===== config.mk =====
export PLATFORM = sky130hd
export DESIGN_NAME = cff_branch_seq
export DESIGN_NICKNAME = d
export VERILOG_FILES = /design/src/rtl/cff_branch_seq.sv
export SDC_FILE = /design/constraint.sdc
export NUM_CORES = 1
export LEC_CHECK = 0
export ABC_AREA = 1
export CORE_MARGIN = 2
export CORE_UTILIZATION = 38
export CTS_BUF_LIST = sky130_fd_sc_hd__clkbuf_8
export DETAILED_ROUTE_END_ITERATION = 6
export GPL_TIMING_DRIVEN = 1
export PLACE_DENSITY = 0.74
export SLEW_MARGIN = 25
export SYNTH_ARGS = -nofsm -noshare
export SYNTH_HDL_FRONTEND = slang
export SYNTH_SLANG_ARGS = --single-unit

===== constraint.sdc =====
create_clock -name Clk -period 1.13 [get_ports Clk]
set_input_delay 0.226 -clock Clk [delete_from_list [all_inputs] [get_ports Clk]]
set_output_delay 0.226 -clock Clk [all_outputs]
set_load 0.01 [all_outputs]

===== src/rtl/cff_branch_seq.sv =====
// Conditional-branch sequencer: drives Ra->CON, PC+C->Z and a gated PC load for brzr/brnz/brpl/brmi.
// Optional early exit on a not-taken branch when CFF_BRANCH_SKIP_EN is defined.
module cff_branch_seq #(
    parameter logic [4:0]  BR_OPCODE = 5'b10010,
    parameter int unsigned CNT_W     = 16
) (
    input  logic             Clk,
    input  logic             Reset,
    input  logic             start,
    input  logic [31:0]      IR,
    input  logic             CON,
    output logic             busy,
    output logic             Gra,
    output logic             Rout,
    output logic             CONin,
    output logic             PCout,
    output logic             Yin,
    output logic             Cout,
    output logic [31:0]      c_sext,
    output logic             ADD,
    output logic             Zin,
    output logic             Zlowout,
    output logic             PCin,
    output logic             done,
    output logic             taken,
    output logic             illegal,
    output logic [CNT_W-1:0] taken_cnt
);

    localparam int unsigned C_W = 19;

    typedef enum logic [2:0] {
        IDLE   = 3'd0,
        S_RA   = 3'd1,
        S_PC   = 3'd2,
        S_ADD  = 3'd3,
        S_LD   = 3'd4,
        S_DONE = 3'd5
    } state_t;

    state_t           state;
    state_t           state_nxt;
    logic [C_W-1:0]   c_q;
    logic             taken_q;
    logic             illegal_q;
    logic [CNT_W-1:0] cnt_q;
    logic             is_br;
    logic             accept;
    logic             reject;
    logic             ir_unused;

    // Only the opcode and the C field of IR matter to this sequence.
    assign ir_unused = ^IR[26:19];

    assign is_br  = (IR[31:27] == BR_OPCODE);
    assign accept = (state == IDLE) && start && is_br;
    assign reject = (state == IDLE) && start && !is_br;

    // State register
    always_ff @(posedge Clk or posedge Reset) begin
        if (Reset) begin
            state <= IDLE;
        end else begin
            state <= state_nxt;
        end
    end

    // Next-state logic
    always_comb begin
        state_nxt = state;
        case (state)
            IDLE:    if (accept) state_nxt = S_RA;
            S_RA:    state_nxt = S_PC;
`ifdef CFF_BRANCH_SKIP_EN
            S_PC:    state_nxt = CON ? S_ADD : S_DONE;
`else
            S_PC:    state_nxt = S_ADD;
`endif
            S_ADD:   state_nxt = S_LD;
            S_LD:    state_nxt = S_DONE;
            S_DONE:  state_nxt = IDLE;
            default: state_nxt = IDLE;
        endcase
    end

    // Latched C field, branch outcome, illegal flag and taken counter
    always_ff @(posedge Clk or posedge Reset) begin
        if (Reset) begin
            c_q       <= '0;
            taken_q   <= 1'b0;
            illegal_q <= 1'b0;
            cnt_q     <= '0;
        end else begin
            illegal_q <= reject;
            if (accept) begin
                c_q <= IR[C_W-1:0];
            end
            // CON is only trustworthy one cycle after the CONin pulse, i.e. in S_PC.
            if (state == S_PC) begin
                taken_q <= CON;
            end
            if ((state == S_DONE) && taken_q) begin
                cnt_q <= cnt_q + CNT_W'(1);
            end
        end
    end

    // Output decode of state and taken_q
    always_comb begin
        busy    = 1'b0;
        Gra     = 1'b0;
        Rout    = 1'b0;
        CONin   = 1'b0;
        PCout   = 1'b0;
        Yin     = 1'b0;
        Cout    = 1'b0;
        ADD     = 1'b0;
        Zin     = 1'b0;
        Zlowout = 1'b0;
        PCin    = 1'b0;
        done    = 1'b0;
        taken   = 1'b0;
        case (state)
            S_RA: begin
                busy  = 1'b1;
                Gra   = 1'b1;
                Rout  = 1'b1;
                CONin = 1'b1;
            end
            S_PC: begin
                busy  = 1'b1;
                PCout = 1'b1;
                Yin   = 1'b1;
            end
            S_ADD: begin
                busy = 1'b1;
                Cout = 1'b1;
                ADD  = 1'b1;
                Zin  = 1'b1;
            end
            S_LD: begin
                busy    = 1'b1;
                Zlowout = 1'b1;
                PCin    = taken_q;
            end
            S_DONE: begin
                busy  = 1'b1;
                done  = 1'b1;
                taken = taken_q;
            end
            default: begin
                busy = 1'b0;
            end
        endcase
    end

    assign c_sext    = {{(32 - C_W){c_q[C_W-1]}}, c_q};
    assign illegal   = illegal_q;
    assign taken_cnt = cnt_q;

endmodule


==> metrics.log <==
INFO  metric run_status = finished, violations left
INFO  metric failed_checks = setup timing
INFO  metric cts_max_path_buffers = 2
INFO  metric grt_use_total = 0.204
INFO  metric synth_sequential_area_ratio = 0.481
INFO  metric drt-pass1-iter-count = 4
INFO  metric via_density_per_instance = 4.59
INFO  metric fillers = between 400 and 500
INFO  metric layout-drive-gt1-share = 0.445
INFO  metric netlist.top_cell.by_area = sky130_fd_sc_hd__dfrtp_1
INFO  metric antenna_found_initial = 0
INFO  metric synth_largest_type_area_fraction = 0.481
INFO  metric flow.area_growth_from_synthesis = 72.3%
INFO  metric routedWlPerCell = 13.1 µm
INFO  metric synthesis.instances = 251
INFO  metric numClockSinks = 40
INFO  metric initial_core_utilization = 0.400
INFO  metric proportion_of_synthesized_flip_flops_having_asynchronous_set_or_reset = 1.00
INFO  metric syn_nets = 288
INFO  metric critical_path_rt = around 900 ps
INFO  metric post_synth_top_cells = 99 x sky130_fd_sc_hd__nand2_1, 40 x sky130_fd_sc_hd__dfrtp_1, 20 x sky130_fd_sc_hd__nand3_1, 19 x sky130_fd_sc_hd__buf_4, 16 x sky130_fd_sc_hd__nor2_1
INFO  metric synthesis.area = 2080 µm²
INFO  metric global_route.overflow_total = 0
INFO  metric fin_nets = 427
INFO  metric gpl.final_weighted_congestion = between 0.8 and 0.9
INFO  metric synth_flop_cell = sky130_fd_sc_hd__dfrtp_1
INFO  metric detailroute.via_count = ~2.1k
INFO  metric yosys_warnings = 0
INFO  metric clkSlewWorstSetupHoldPaths = 80 ps
INFO  metric timing.reg2reg.setup_slack = -570 ps
INFO  metric synthesis.area_per_instance = 8.28 µm²
INFO  metric io_pins = between 90 and 100
INFO  metric rsz0062_at_grt = true
INFO  metric die_x = between 70 and 80 µm
INFO  metric crit_path_end_kind = output port
INFO  metric use_met1 = 0.226
INFO  metric setup_viol = 65
INFO  metric maxSlewViolCount = 0
INFO  metric rows = 26
INFO  metric setup.worst_path.class = reg -> out
INFO  metric portBuffers = 89
INFO  metric cts.htree.levels = 2
INFO  metric crit_path_top_delay_cell = sky130_fd_sc_hd__dfrtp_2
INFO  metric clock_latency = 290 ps
INFO  metric coreArea = 5200 µm²
INFO  metric crit_arrival = 1500 ps
INFO  metric reg2regPathDepth = 10
INFO  metric largest_net_degree_at_the_start_of_global_routing = 41
INFO  metric report.final.hold_viol_count = 0
INFO  metric grt.busiest_layer = met2
INFO  metric antenna_violating_nets_post_route = 0
INFO  metric final_core_utilization = 0.688
INFO  metric timing.max_slew.rel_slack = 0.792
INFO  metric grt_use_met3 = 0.0407
INFO  metric postPlaceCellArea = 3210 µm²
INFO  metric cts_inserted_buffers = 5
INFO  metric ordered_list_of_cells_on_the_worst_path = inv_2 > nand3_2 > inv_2 > or2_1 > nor2_1 > nand2_1 > buf_6
INFO  metric detail_route.wirelength = 6040 µm
INFO  metric worst_slack_at_placement = -586 ps
INFO  metric dr.first_iter.drc_count = 72
INFO  metric maxCapViolations = 0
INFO  metric pwr_density_cell = 1830 nW/µm²
INFO  metric critPathLaunchType = flip-flop
INFO  metric netlist_top_cells_area = sky130_fd_sc_hd__dfrtp_1 48%, sky130_fd_sc_hd__nand2_1 18%, sky130_fd_sc_hd__buf_4 6.9%
INFO  metric final.setup_skew = 10.5 ps
INFO  metric final.period_utilization = 1.53
INFO  metric synth-edff-count = 0
INFO  metric crit_path_max_cell_delay = about 460 ps
INFO  metric synth_most_common_cell = sky130_fd_sc_hd__nand2_1
INFO  metric post_cts_hold_buffer_count = 0
INFO  metric worst_r2r_endpoint = c_q[1]
INFO  metric num_antenna_cells = 0
INFO  metric placed_cells_incl_taps = 423
INFO  metric root_buffer = sky130_fd_sc_hd__clkbuf_8
INFO  metric hold_path_class = in -> async
INFO  metric peakVddDrop = 0.00120 V
INFO  metric synthDistinctLibCells = 25
INFO  metric wire_length_of_the_first_global_routing_pass = 9810 µm
INFO  metric grt_pass1_vias = 2123
INFO  metric crit_fanout = 4
INFO  metric grt_util_met2 = 0.379
INFO  metric power.leakage = between 0.0015 and 0.002 µW
INFO  metric design.die.area = 6080 µm²
INFO  metric worst_margin_slew = 308 ps
INFO  metric fmax = 580 MHz
INFO  metric synth.ff_latch_count = 40
INFO  metric finalHoldWorstSlack = 318 ps
INFO  metric timing.critical_path.mode_cell = sky130_fd_sc_hd__inv_2
INFO  metric final_design_area_no_fill = 3580 µm²
INFO  metric fin_cells = between 400 and 500
INFO  metric regToRegStartpoint = state[0]
INFO  metric post-route-worst-setup-slack = -593 ps
INFO  metric hpwl = 3880 µm
INFO  metric post-route-drc-count = 0
INFO  metric die-height = 78.0 µm
INFO  metric final_period_minus_worst_setup_slack = 1720 ps
INFO  metric tritoncts = done
==> kinds of logic (layout without fill, tap and decap cells) <==
| family | count (synthesis) | in the layout | synth area share |
|---|---|---|---|
| adders and majority gates | 1 | 1 | 0.00602 |
| and+or+nand+nor | 159 | 160 | 0.348 |
| DFF | 40 | 40 | 0.481 |
| buffers and inverters | 42 | 181 | 0.126 |
| AOI/OAI and AO/OA | 3 | 3 | 0.00903 |
| xor gates and xnor gates | 6 | 6 | 0.0289 |
==> routing by layer <==
layer / vias up / part of all wire
li1: 1040 / -
met1: 1004 / 0.38
met2: 60 / 0.55
met3: 10 / 0.052
met4: 0 / 0.017
met5: - / 0
==> cells in the final DEF (no fill, tap or decap) <==
master                            instances
sky130_fd_sc_hd__nand3b_1                 8
sky130_fd_sc_hd__nor3_1                   1
sky130_fd_sc_hd__buf_4                   45
sky130_fd_sc_hd__buf_12                   4
sky130_fd_sc_hd__nor2_1                  10
sky130_fd_sc_hd__buf_16                   3
sky130_fd_sc_hd__nand2_4                  2
sky130_fd_sc_hd__nand3_2                  4
sky130_fd_sc_hd__clkinv_2                 1
sky130_fd_sc_hd__nand2_2                  8
sky130_fd_sc_hd__nor3_4                   1
sky130_fd_sc_hd__a21oi_2                  1
sky130_fd_sc_hd__clkbuf_8                 5
sky130_fd_sc_hd__buf_8                    2
sky130_fd_sc_hd__dfrtp_1                 37
sky130_fd_sc_hd__inv_2                    5
sky130_fd_sc_hd__nand4_1                  1
sky130_fd_sc_hd__buf_6                   36
sky130_fd_sc_hd__buf_2                   36
sky130_fd_sc_hd__nor2_2                   5
sky130_fd_sc_hd__nand4_4                  1
sky130_fd_sc_hd__xor2_1                   3
sky130_fd_sc_hd__xnor2_1                  2
sky130_fd_sc_hd__inv_1                   13
sky130_fd_sc_hd__xor2_2                   1
sky130_fd_sc_hd__dfrtp_2                  3
sky130_fd_sc_hd__clkdlybuf4s50_1         27
sky130_fd_sc_hd__clkinvlp_4               1
sky130_fd_sc_hd__or2_1                    2
sky130_fd_sc_hd__nor3_2                   2
sky130_fd_sc_hd__nor2_4                   5
sky130_fd_sc_hd__nand3_1                 18
sky130_fd_sc_hd__and2_1                   2
sky130_fd_sc_hd__inv_4                    1
sky130_fd_sc_hd__o21ai_0                  2
sky130_fd_sc_hd__bufbuf_16                1
sky130_fd_sc_hd__ha_1                     1
sky130_fd_sc_hd__clkbuf_2                 1
sky130_fd_sc_hd__nand2_1                 90
==> report_power, final <==
| part | switching [µW] | leakage [µW] | internal [µW] |
|---|---|---|---|
| combinational | 1600 | 0.00136 | 2010 |
| clock | 490 | 0.0000505 | 416 |
| sequential | 289 | 0.000536 | 1760 |
==> what timing repair did <==
action                                  CTS  global route
pin swaps                                 7             9
cloned                                    5             0
setup buffers                            21             7
endpoints found under the setup margin   99            72
resized for setup                       282            28
hold endpoints to repair                  0             0
==> metrics by stage <==
stage | setup TNS, ps | power (µW)
after floorplan | -1810 | 3510
final | -21180 | 6570
after detailed placement | -21430 | 5000
after global placement | -19680 | 4880
after CTS | -19370 | 6300
after global routing | -24760 | 6950
==> worst max path at each step <==
stage                        start   end  slack, ps  cells past startpoint
after CTS                 state[0]  busy       -550                      6
final                     state[2]  busy       -590                      7
after floorplan           state[0]  busy       -130                      6
after detailed placement  state[1]  busy       -590                      6
after global routing      state[1]  busy       -640                      7
after global placement    state[1]  busy       -530                      6
==> registers in the layout, indices dropped and copies added, names as in the netlist <==
signal	flops
c_q	19
illegal	1
state	3
taken_cnt	16
taken_q	1
==> worst max-delay path: cells and delay by family (launching register included) <==
kind | cells | cell delay, ps
buffers and inverters | 3 | 250
flip-flops | 1 | 460
AND/OR/NAND/NOR | 4 | 480
==> area by class of cell <==
type | count | area, µm² | area share
timing repair buffer | 155 | 1420 | 0.397
sequential | 40 | 1000 | 0.280
multi-input combinational | 170 | 911 | 0.254
tap | 70 | 87.6 | 0.0244
inverter | 18 | 73.8 | 0.0206
clock buffer | 5 | 68.8 | 0.0192
clock inverter | 3 | 12.5 | 0.00349
(Power assumes the default switching activity.)
